## src/rtl/alu_pkg.sv

```systemverilog
// Shared encodings for the ALU sequencer and the ALU datapath:
// MIPS opcode/funct constants, 3-bit ALU operation codes and the sequencer state enum.
package alu_pkg;

    localparam logic [5:0] OPC_RTYPE  = 6'b000000;
    localparam logic [5:0] OPC_BEQ    = 6'b000100;

    localparam logic [5:0] FUNCT_SLL  = 6'b000000;
    localparam logic [5:0] FUNCT_MOVZ = 6'b001010;
    localparam logic [5:0] FUNCT_ADD  = 6'b100000;
    localparam logic [5:0] FUNCT_SUB  = 6'b100010;
    localparam logic [5:0] FUNCT_AND  = 6'b100100;
    localparam logic [5:0] FUNCT_OR   = 6'b100101;
    localparam logic [5:0] FUNCT_XOR  = 6'b100110;
    localparam logic [5:0] FUNCT_SLT  = 6'b101010;

    typedef enum logic [2:0] {
        ALU_ADD  = 3'b000,
        ALU_SUB  = 3'b001,
        ALU_AND  = 3'b010,
        ALU_OR   = 3'b011,
        ALU_XOR  = 3'b100,
        ALU_SLT  = 3'b101,
        ALU_MOVZ = 3'b110,
        ALU_SLL  = 3'b111
    } alu_op_e;

    typedef enum logic [1:0] {
        CLS_NONE  = 2'd0,
        CLS_RTYPE = 2'd1,
        CLS_BEQ   = 2'd2
    } instr_cls_e;

    typedef enum logic [2:0] {
        ST_IDLE   = 3'd0,
        ST_DECODE = 3'd1,
        ST_EXEC   = 3'd2,
        ST_WB     = 3'd3,
        ST_HALT   = 3'd4
    } state_e;

endpackage

```

## src/rtl/alu_decode.sv

```systemverilog
// Combinational instruction decoder: maps a MIPS word to ALU op, shift amount,
// instruction class and a legal flag. The halt opcode is handled by the sequencer.
module alu_decode
    import alu_pkg::*;
(
    input  logic [31:0] instr,
    output alu_op_e     alu_op,
    output logic [4:0]  alu_sa,
    output instr_cls_e  cls,
    output logic        legal
);

    logic [5:0] opcode;
    logic [5:0] funct;
    logic       unused_fields;

    assign opcode        = instr[31:26];
    assign funct         = instr[5:0];
    // register specifiers are not needed for sequencing
    assign unused_fields = ^instr[25:11];

    always_comb begin
        alu_op = ALU_ADD;
        alu_sa = 5'd0;
        cls    = CLS_NONE;
        legal  = 1'b0;
        case (opcode)
            OPC_RTYPE: begin
                cls   = CLS_RTYPE;
                legal = 1'b1;
                case (funct)
                    FUNCT_ADD:  alu_op = ALU_ADD;
                    FUNCT_SUB:  alu_op = ALU_SUB;
                    FUNCT_AND:  alu_op = ALU_AND;
                    FUNCT_OR:   alu_op = ALU_OR;
                    FUNCT_XOR:  alu_op = ALU_XOR;
                    FUNCT_SLT:  alu_op = ALU_SLT;
                    FUNCT_MOVZ: alu_op = ALU_MOVZ;
                    FUNCT_SLL: begin
                        alu_op = ALU_SLL;
                        alu_sa = instr[10:6];
                    end
                    default: begin
                        cls   = CLS_NONE;
                        legal = 1'b0;
                    end
                endcase
            end
            OPC_BEQ: begin
                alu_op = ALU_SUB;
                cls    = CLS_BEQ;
                legal  = 1'b1;
            end
            default: ;
        endcase
    end

endmodule

```

## src/rtl/alu_sequencer.sv

```systemverilog
// Multi-cycle ALU instruction sequencer (IDLE -> DECODE -> EXEC -> WB, one instruction per 4 cycles).
// Optional retired-instruction counter enabled by defining ALU_SEQ_STATS_EN.
//
// state  | meaning
// IDLE   | instr_ready high, waiting for instr_valid
// DECODE | decode registered instr; illegal -> IDLE, halt opcode -> HALT
// EXEC   | alu_en high, sample rt_zero / alu_zero
// WB     | reg_we / branch_taken strobes, back to IDLE
// HALT   | halt high, ignores everything until reset
module alu_sequencer
    import alu_pkg::*;
#(
    parameter logic [5:0] HALT_OPC = 6'b111111
) (
    input  logic        clk,
    input  logic        rst_n,
    input  logic        instr_valid,
    input  logic [31:0] instr,
    output logic        instr_ready,
    input  logic        rt_zero,
    input  logic        alu_zero,
    output logic [2:0]  alu_op,
    output logic [4:0]  alu_sa,
    output logic        alu_en,
    output logic        reg_we,
    output logic        branch_taken,
    output logic        illegal,
    output logic        halt
`ifdef ALU_SEQ_STATS_EN
    ,
    output logic [31:0] retired_cnt
`endif
);

    state_e     state, next_state;
    logic [31:0] instr_q;
    alu_op_e    alu_op_q;
    logic [4:0] alu_sa_q;
    instr_cls_e cls_q;
    logic       ready_q;
    logic       write_q;
    logic       branch_q;

    alu_op_e    dec_op;
    logic [4:0] dec_sa;
    instr_cls_e dec_cls;
    logic       dec_legal;
    logic       is_halt;
    logic       accept;

    alu_decode u_decode (
        .instr  (instr_q),
        .alu_op (dec_op),
        .alu_sa (dec_sa),
        .cls    (dec_cls),
        .legal  (dec_legal)
    );

    assign is_halt = (instr_q[31:26] == HALT_OPC);
    assign accept  = instr_valid && ready_q;

    always_comb begin
        next_state = state;
        case (state)
            ST_IDLE:   if (accept) next_state = ST_DECODE;
            ST_DECODE: begin
                // halt takes precedence so HALT_OPC may alias any opcode
                if (is_halt)         next_state = ST_HALT;
                else if (!dec_legal) next_state = ST_IDLE;
                else                 next_state = ST_EXEC;
            end
            ST_EXEC:   next_state = ST_WB;
            ST_WB:     next_state = ST_IDLE;
            ST_HALT:   next_state = ST_HALT;
            default:   next_state = ST_IDLE;
        endcase
    end

    always_ff @(posedge clk or negedge rst_n) begin
        if (!rst_n) begin
            state    <= ST_IDLE;
            instr_q  <= 32'd0;
            alu_op_q <= ALU_ADD;
            alu_sa_q <= 5'd0;
            cls_q    <= CLS_NONE;
            ready_q  <= 1'b0;
            write_q  <= 1'b0;
            branch_q <= 1'b0;
        end else begin
            state   <= next_state;
            // ready stays low for the first cycle after reset release
            ready_q <= (next_state == ST_IDLE);
            if (state == ST_IDLE && accept) begin
                instr_q <= instr;
            end
            if (state == ST_DECODE && dec_legal && !is_halt) begin
                alu_op_q <= dec_op;
                alu_sa_q <= dec_sa;
                cls_q    <= dec_cls;
            end
            if (state == ST_EXEC) begin
                write_q  <= (cls_q == CLS_RTYPE) && !(alu_op_q == ALU_MOVZ && !rt_zero);
                branch_q <= (cls_q == CLS_BEQ) && alu_zero;
            end
        end
    end

    assign instr_ready  = ready_q;
    assign alu_op       = alu_op_q;
    assign alu_sa       = alu_sa_q;
    assign alu_en       = (state == ST_EXEC);
    assign reg_we       = (state == ST_WB) && write_q;
    assign branch_taken = (state == ST_WB) && branch_q;
    assign illegal      = (state == ST_DECODE) && !is_halt && !dec_legal;
    assign halt         = (state == ST_HALT);

`ifdef ALU_SEQ_STATS_EN
    always_ff @(posedge clk or negedge rst_n) begin
        if (!rst_n) begin
            retired_cnt <= 32'd0;
        end else if (state == ST_WB) begin
            retired_cnt <= retired_cnt + 32'd1;
        end
    end
`endif

endmodule

```

## config.mk

```make
export PLATFORM = sky130hd
export DESIGN_NAME = alu_sequencer
export DESIGN_NICKNAME = d
export VERILOG_FILES = /design/src/rtl/alu_pkg.sv /design/src/rtl/alu_decode.sv /design/src/rtl/alu_sequencer.sv
export SDC_FILE = /design/constraint.sdc
export NUM_CORES = 1
export LEC_CHECK = 0
export CAP_MARGIN = 5
export CORE_MARGIN = 1
export CORE_UTILIZATION = 40
export CTS_CLUSTER_SIZE = 30
export DETAILED_ROUTE_END_ITERATION = 6
export GPL_ROUTABILITY_DRIVEN = 1
export PLACE_DENSITY = 0.75
export SLEW_MARGIN = 15
export SYNTH_ARGS = -nofsm -noshare
export SYNTH_HDL_FRONTEND = slang
export SYNTH_SLANG_ARGS = --single-unit
```

## constraint.sdc

```tcl
create_clock -name clk -period 3.4 [get_ports clk]
set_input_delay 0.68 -clock clk [delete_from_list [all_inputs] [get_ports clk]]
set_output_delay 0.68 -clock clk [all_outputs]
set_load 0.03 [all_outputs]
```

==> Word-level counts from Yosys, hierarchy flattened <==
Index checks and enable logic that the tools add are counted.
{ "totals": {"regBits": 48, "input_bits": 37, "output_inout_bits": 14, "word_cells": 56} }
{ "op_classes": {"n_eq_ne": 16, "n_mux": 12, "reduce_logical": 20} }
{ "op_table": {"columns": ["cell", "n"], "rows": [
  ["equality test 6 bit (second input constant)", 7],
  ["one-hot mux 3 bit (7 select lines)", 1],
  ["zero test 6 bit", 2],
  ["one-hot mux 3 bit (4 select lines)", 1],
  ["logical AND 1 bit", 11],
  ["two-way mux 5 bit", 2],
  ["OR reduction 8 bit", 1],
  ["equality test 3 x 2 -> 1 bit (second input constant)", 2],
  ["equality test 3 bit (second input constant)", 2],
  ["equality test 6 x 3 -> 1 bit (second input constant)", 1],
  ["equality test 6 x 4 -> 1 bit (second input constant)", 1],
  ["zero test 3 bit", 2],
  ["two-way mux 3 bit", 2],
  ["one-hot mux 3 bit (2 select lines)", 1],
  ["zero test 1 bit", 4],
  ["one-hot mux 2 bit (2 select lines)", 1],
  ["equality test 3 x 1 -> 1 bit (second input constant)", 1],
  ["equality test 2 x 1 -> 1 bit (second input constant)", 1],
  ["equality test 2 bit (second input constant)", 1],
  ["two-way mux 1 bit", 2],
  ["two-way mux 2 bit", 1],
  ["one-hot mux 1 bit (2 select lines)", 1]
]} }

==> Longest topological paths before layout <==
{ "logic_depth": {"word_depth": 8, "depth_mapped": 6, "depth_no_buf": 5} }

==> By module <==
Synthesis repeated with hierarchy kept, for this count alone.
{ "hier_totals": {"hier_cells": 161, "hier_area_um2": 2195.9} }
{ "modules_own_cells": {"columns": ["mod", "n_inst", "cells_per_inst", "area_each_um2", "seq_area_each_um2"], "rows": [
  ["alu_sequencer", 1, 126, 1971.9, 1201.2],
  ["alu_decode", 1, 35, 224.0, 0.0]
]} }

==> Worst setup path after synthesis <==
Ideal clock, no wire load.
{ "synth_path": {"kind": "register -> output", "startpoint": "register instr_q[0]", "endpoint": "output port illegal", "arrival_time_ns": 2.516, "t_required_ns": 2.720, "slack_ns": 0.204, "stages_incl_launch_ff": 6, "n_path_buf": 0, "path_cell_list": "dfrtp_1 or2_2 a21oi_1 nor4_1 nor2_1 a2111oi_0"} }
{ "synth_via": {"elab_chain_cells": 6, "elab_cells_between_ends": 13, "cone_classes": "7 x eq/ne; 2 x mux; 4 x reduce/logical"} }
{ "synth_rtl": {"columns": ["item", "line", "source"], "rows": [
  ["start, declared", "alu_sequencer.sv:36", "logic [31:0] instr_q;"],
  ["start signal, assigned", "alu_sequencer.sv:94", "instr_q <= instr;"],
  ["equality test 6 bit, or another cell as far along", "alu_decode.sv:31", "case (funct)"],
  ["OR reduction 8 bit (no source line) (*)", null, null],
  ["two-way mux 1 bit (*)", "alu_decode.sv:31", null],
  ["one-hot mux 1 bit (2 select lines) (*)", "alu_decode.sv:27", "case (opcode)"],
  ["zero test 1 bit (*)", "alu_sequencer.sv:114", "assign illegal = (state == ST_DECODE) && !is_halt && !dec_legal;"],
  ["logical AND 1 bit (*)", "alu_sequencer.sv:114", null],
  ["end, declared", "alu_sequencer.sv:27", "output logic illegal,"]
]} }
Mark *: on every way between the ends. The rest lies on a longest branch, timed or not.

==> Worst setup path in the final report <==
{ "layout_path": {"startpoint": "register instr_q[2]", "endpoint": "output port illegal"} }
Same word-level chain as after synthesis.

==> impl_metrics.yaml <==
layout:
  final_layout_size_suffix_gt1_share_pct: 20.8
  final_util_pct: 58.1
  syn2layout_area_growth_pct: 34.3
  final_cells: 219
  num_antenna_cells: 0
  nNetsFinal: 209
timing:
  setup_viol: 0
  finalCritPeriodShare_pct: 83.3
  rsz0062_at_grt: "false"
  period_minus_slack_ps: 2830
  timing.hold.ws_ps: 486
  hold_viol_final: 0
  drv_slew: 0
  finalSetupTns_ps: 0
  slew_headroom_pct: 61.2
  max_freq_ghz: 0.353
  clock_skew_ps: 8.35
  worst_slew_pin_slew_ps: 578
power:
  finalPower_mw: 1.54
  pwr-share-seq_pct: 43.6
  ir_drop_mv: 0.348
  p_comb_share_pct: 32.4
  switchingPower_mw: 0.515
  intPower_mw: 1.03
  clockPowerShare_pct: 24.0
  p_leak_nw: 0.879
  p_per_area_mw_per_mm2: 767
  swShare_pct: 33.4
detailed_routing:
  wl_met1_um: 1300
  dr_wl_met2_um: 1450
  drt_iter0_drc: 32
  viasPerCell: 5.23
  wl_per_cell_um: 13.3
  post-route-drc-count: 0
  ant_nets: 0
  dr_wl_met3_um: 100
  vias: 1145
  firstDrtPassIters: 4
  drt_wl_total_um: 2910
  highest_layer: "met4"
place:
  dp_hpwl_um: 2180
  post-place-cells: 211
  port_buffers: 35
  place.gp.congestion: 0.814
synth:
  syn_inst: 131
  avgSynthCellArea_um2: 11.5
  ys_ff_latch: 33
  synth_seq_area_share_pct: 55.0
  synth_top_cell_area_share_pct: 55.0
  yosys-top-cells-area: "dfrtp_1, mux2_2, a22o_2"
  synth_area_mm2: 0.00150
  synth_top_area_cell: "dfrtp_1"
  synth_nets: 168
  ys_types: 36
  yosysWarningCount: 0
cts:
  clk_pin_slew_ps: 60
  cts-root-buf: "clkbuf_8"
  clock_sinks: 33
  cts.path.max_buffers: 2
  cts_tree: "yes"
  cts_buffers: 5
  htreeDepth: 2
  clock_latency_ps: 280
floorplan:
  die_x_um: 63.2
  core-area_mm2: 0.00347
  die-area_mm2: 0.00400
  rows: 21
  initial_core_util_pct: 43.3
  dieHeight_um: 63.2
  ios: 51
critical_path:
  crit_required_ps: 2720
  worstSetupPathType: "flip-flop to output port"
  cp-start-kind: "flip-flop"
  path_max_fanout: 8
  cp.arrival_ps: 2150
  endpoint_kind: "output port"
global_routing:
  gr-total-overflow: 0
  grt_start_max_net_pins: 34
  grt_pass1_vias: 1138
  antenna_found_initial: 0
  grt_usage_pct: 15.9
  grt_pass1_wl_um: 4910
job:
  timing.max_cap.violations: 0
outcome:
  status: "finished, final reports clean"
hold_path:
  hold_class: "flip-flop to flip-flop"
[power groups by stage]
stage / logic, mW / registers [mW] / clock network [mW]
3_5_place_dp: 0.503 / 0.680 / 0
3_3_place_gp: 0.482 / 0.661 / 0
5_1_grt: 0.548 / 0.697 / 0.395
2_1_floorplan: 0.378 / 0.647 / 0
4_1_cts: 0.507 / 0.672 / 0.378
6_report: 0.501 / 0.673 / 0.370
[logic make-up (layout without fill, tap and decap cells)]
family	after synthesis	after routing	synth area share [%]
buf+inv	9	51	3.34
compound gates	22	22	11.1
simple gates	49	49	16.6
flops	33	33	55.0
mux	18	18	13.9
[placed cells by master (no fill, tap or decap), types with 2 or more instances in the layout]
| master | n |
|---|---|
| clkdlybuf4s50_1 | 34 |
| dfrtp_1 | 33 |
| mux2_2 | 15 |
| nand2_1 | 13 |
| nor2_1 | 12 |
| inv_1 | 6 |
| clkbuf_8 | 6 |
| a22o_2 | 5 |
| a21oi_1 | 4 |
| nor3_1 | 4 |
| o21ai_0 | 3 |
| nand3_1 | 2 |
| nor4_1 | 2 |
| or3_1 | 2 |
| nor2b_1 | 2 |
| nor3b_1 | 2 |
| and3_1 | 2 |
| mux2_4 | 2 |
| o31ai_1 | 2 |
| buf_4 | 2 |
[path summary, 6_finish.rpt]
check	start	endpoint	slack [ps]	cells past startpoint
min	branch_q	branch_q	490	2
max in group asynchronous	rst_n	alu_sa[3]	2300	2
max reg2reg	instr_q[30]	alu_op[1]	1210	5
max	instr_q[2]	illegal	570	6
min in group asynchronous	rst_n	state[1]	810	2
min reg2reg	branch_q	branch_q	490	2
[synth_stat cells]
| cell type | instances |
|---|---|
| nand4_1 | 1 |
| nand2b_1 | 1 |
| a211o_2 | 1 |
| or3_1 | 2 |
| nor3_1 | 4 |
| mux2i_1 | 1 |
| buf_6 | 2 |
| a21oi_1 | 4 |
| nor4bb_1 | 1 |
| o211ai_1 | 1 |
| and2_1 | 1 |
| o41ai_1 | 1 |
| a22o_2 | 5 |
| nor2b_1 | 2 |
| o21ai_0 | 3 |
| nor2_1 | 12 |
| a211oi_1 | 1 |
| inv_1 | 6 |
| nand2_1 | 13 |
| o31ai_1 | 2 |
| a21oi_2 | 1 |
| o22ai_1 | 1 |
| a2111oi_0 | 1 |
| buf_2 | 1 |
| nor2_2 | 1 |
| and3_1 | 2 |
| or2_2 | 1 |
| or4_1 | 1 |
| or3b_4 | 1 |
| mux2_2 | 15 |
| nor3b_1 | 2 |
| mux2_4 | 2 |
| o22a_1 | 1 |
| dfrtp_1 | 33 |
| nand3_1 | 2 |
| nor4_1 | 2 |
[worst max-delay path, stage by stage, from the launching register on]
cell	delay, ps
dfrtp_1	470
or2_2	160
a21oi_1	80
nor4_1	310
nor2_1	80
a2111oi_0	430
dlymetal6s2s_1	350
[through the flow]
step / instance area [µm²] / setup WS, ps
floorplan: 1500 / 204
global placement: 1900 / 480
detailed placement: 1900 / 424
CTS: 2010 / 112
global route: 2010 / 340
finish: 2010 / 569
[per-layer routing]
layer	up-vias	GRT usage [%]
li1	549	-
met1	567	17.9
met4	0	9.09
met3	5	2.90
met2	24	28.0
met5	-	0
[final cells by class]
| type | instances | area, µm² |
|---|---|---|
| tap | 46 | 57.6 |
| timing repair buffer | 37 | 368 |
| multi-input combinational | 89 | 624 |
| clock inverter | 1 | 30.0 |
| sequential | 33 | 826 |
| clock buffer | 7 | 86.3 |
| inverter | 6 | 22.5 |
| fill | 316 | 1450 |
[state kept, by name (all words and copies together) (netlist names)]
signal and cells:
alu_sa 5, write_q 1, instr_ready 1, instr_q 17
cls_q 2, alu_op 3, branch_q 1, state 3
[what timing repair did]
action	CTS	global route
endpoints found under the setup margin	0	1
hold buffers	0	0
gates resized for setup	0	1
setup buffers	0	0
(Power assumes the default switching activity.)
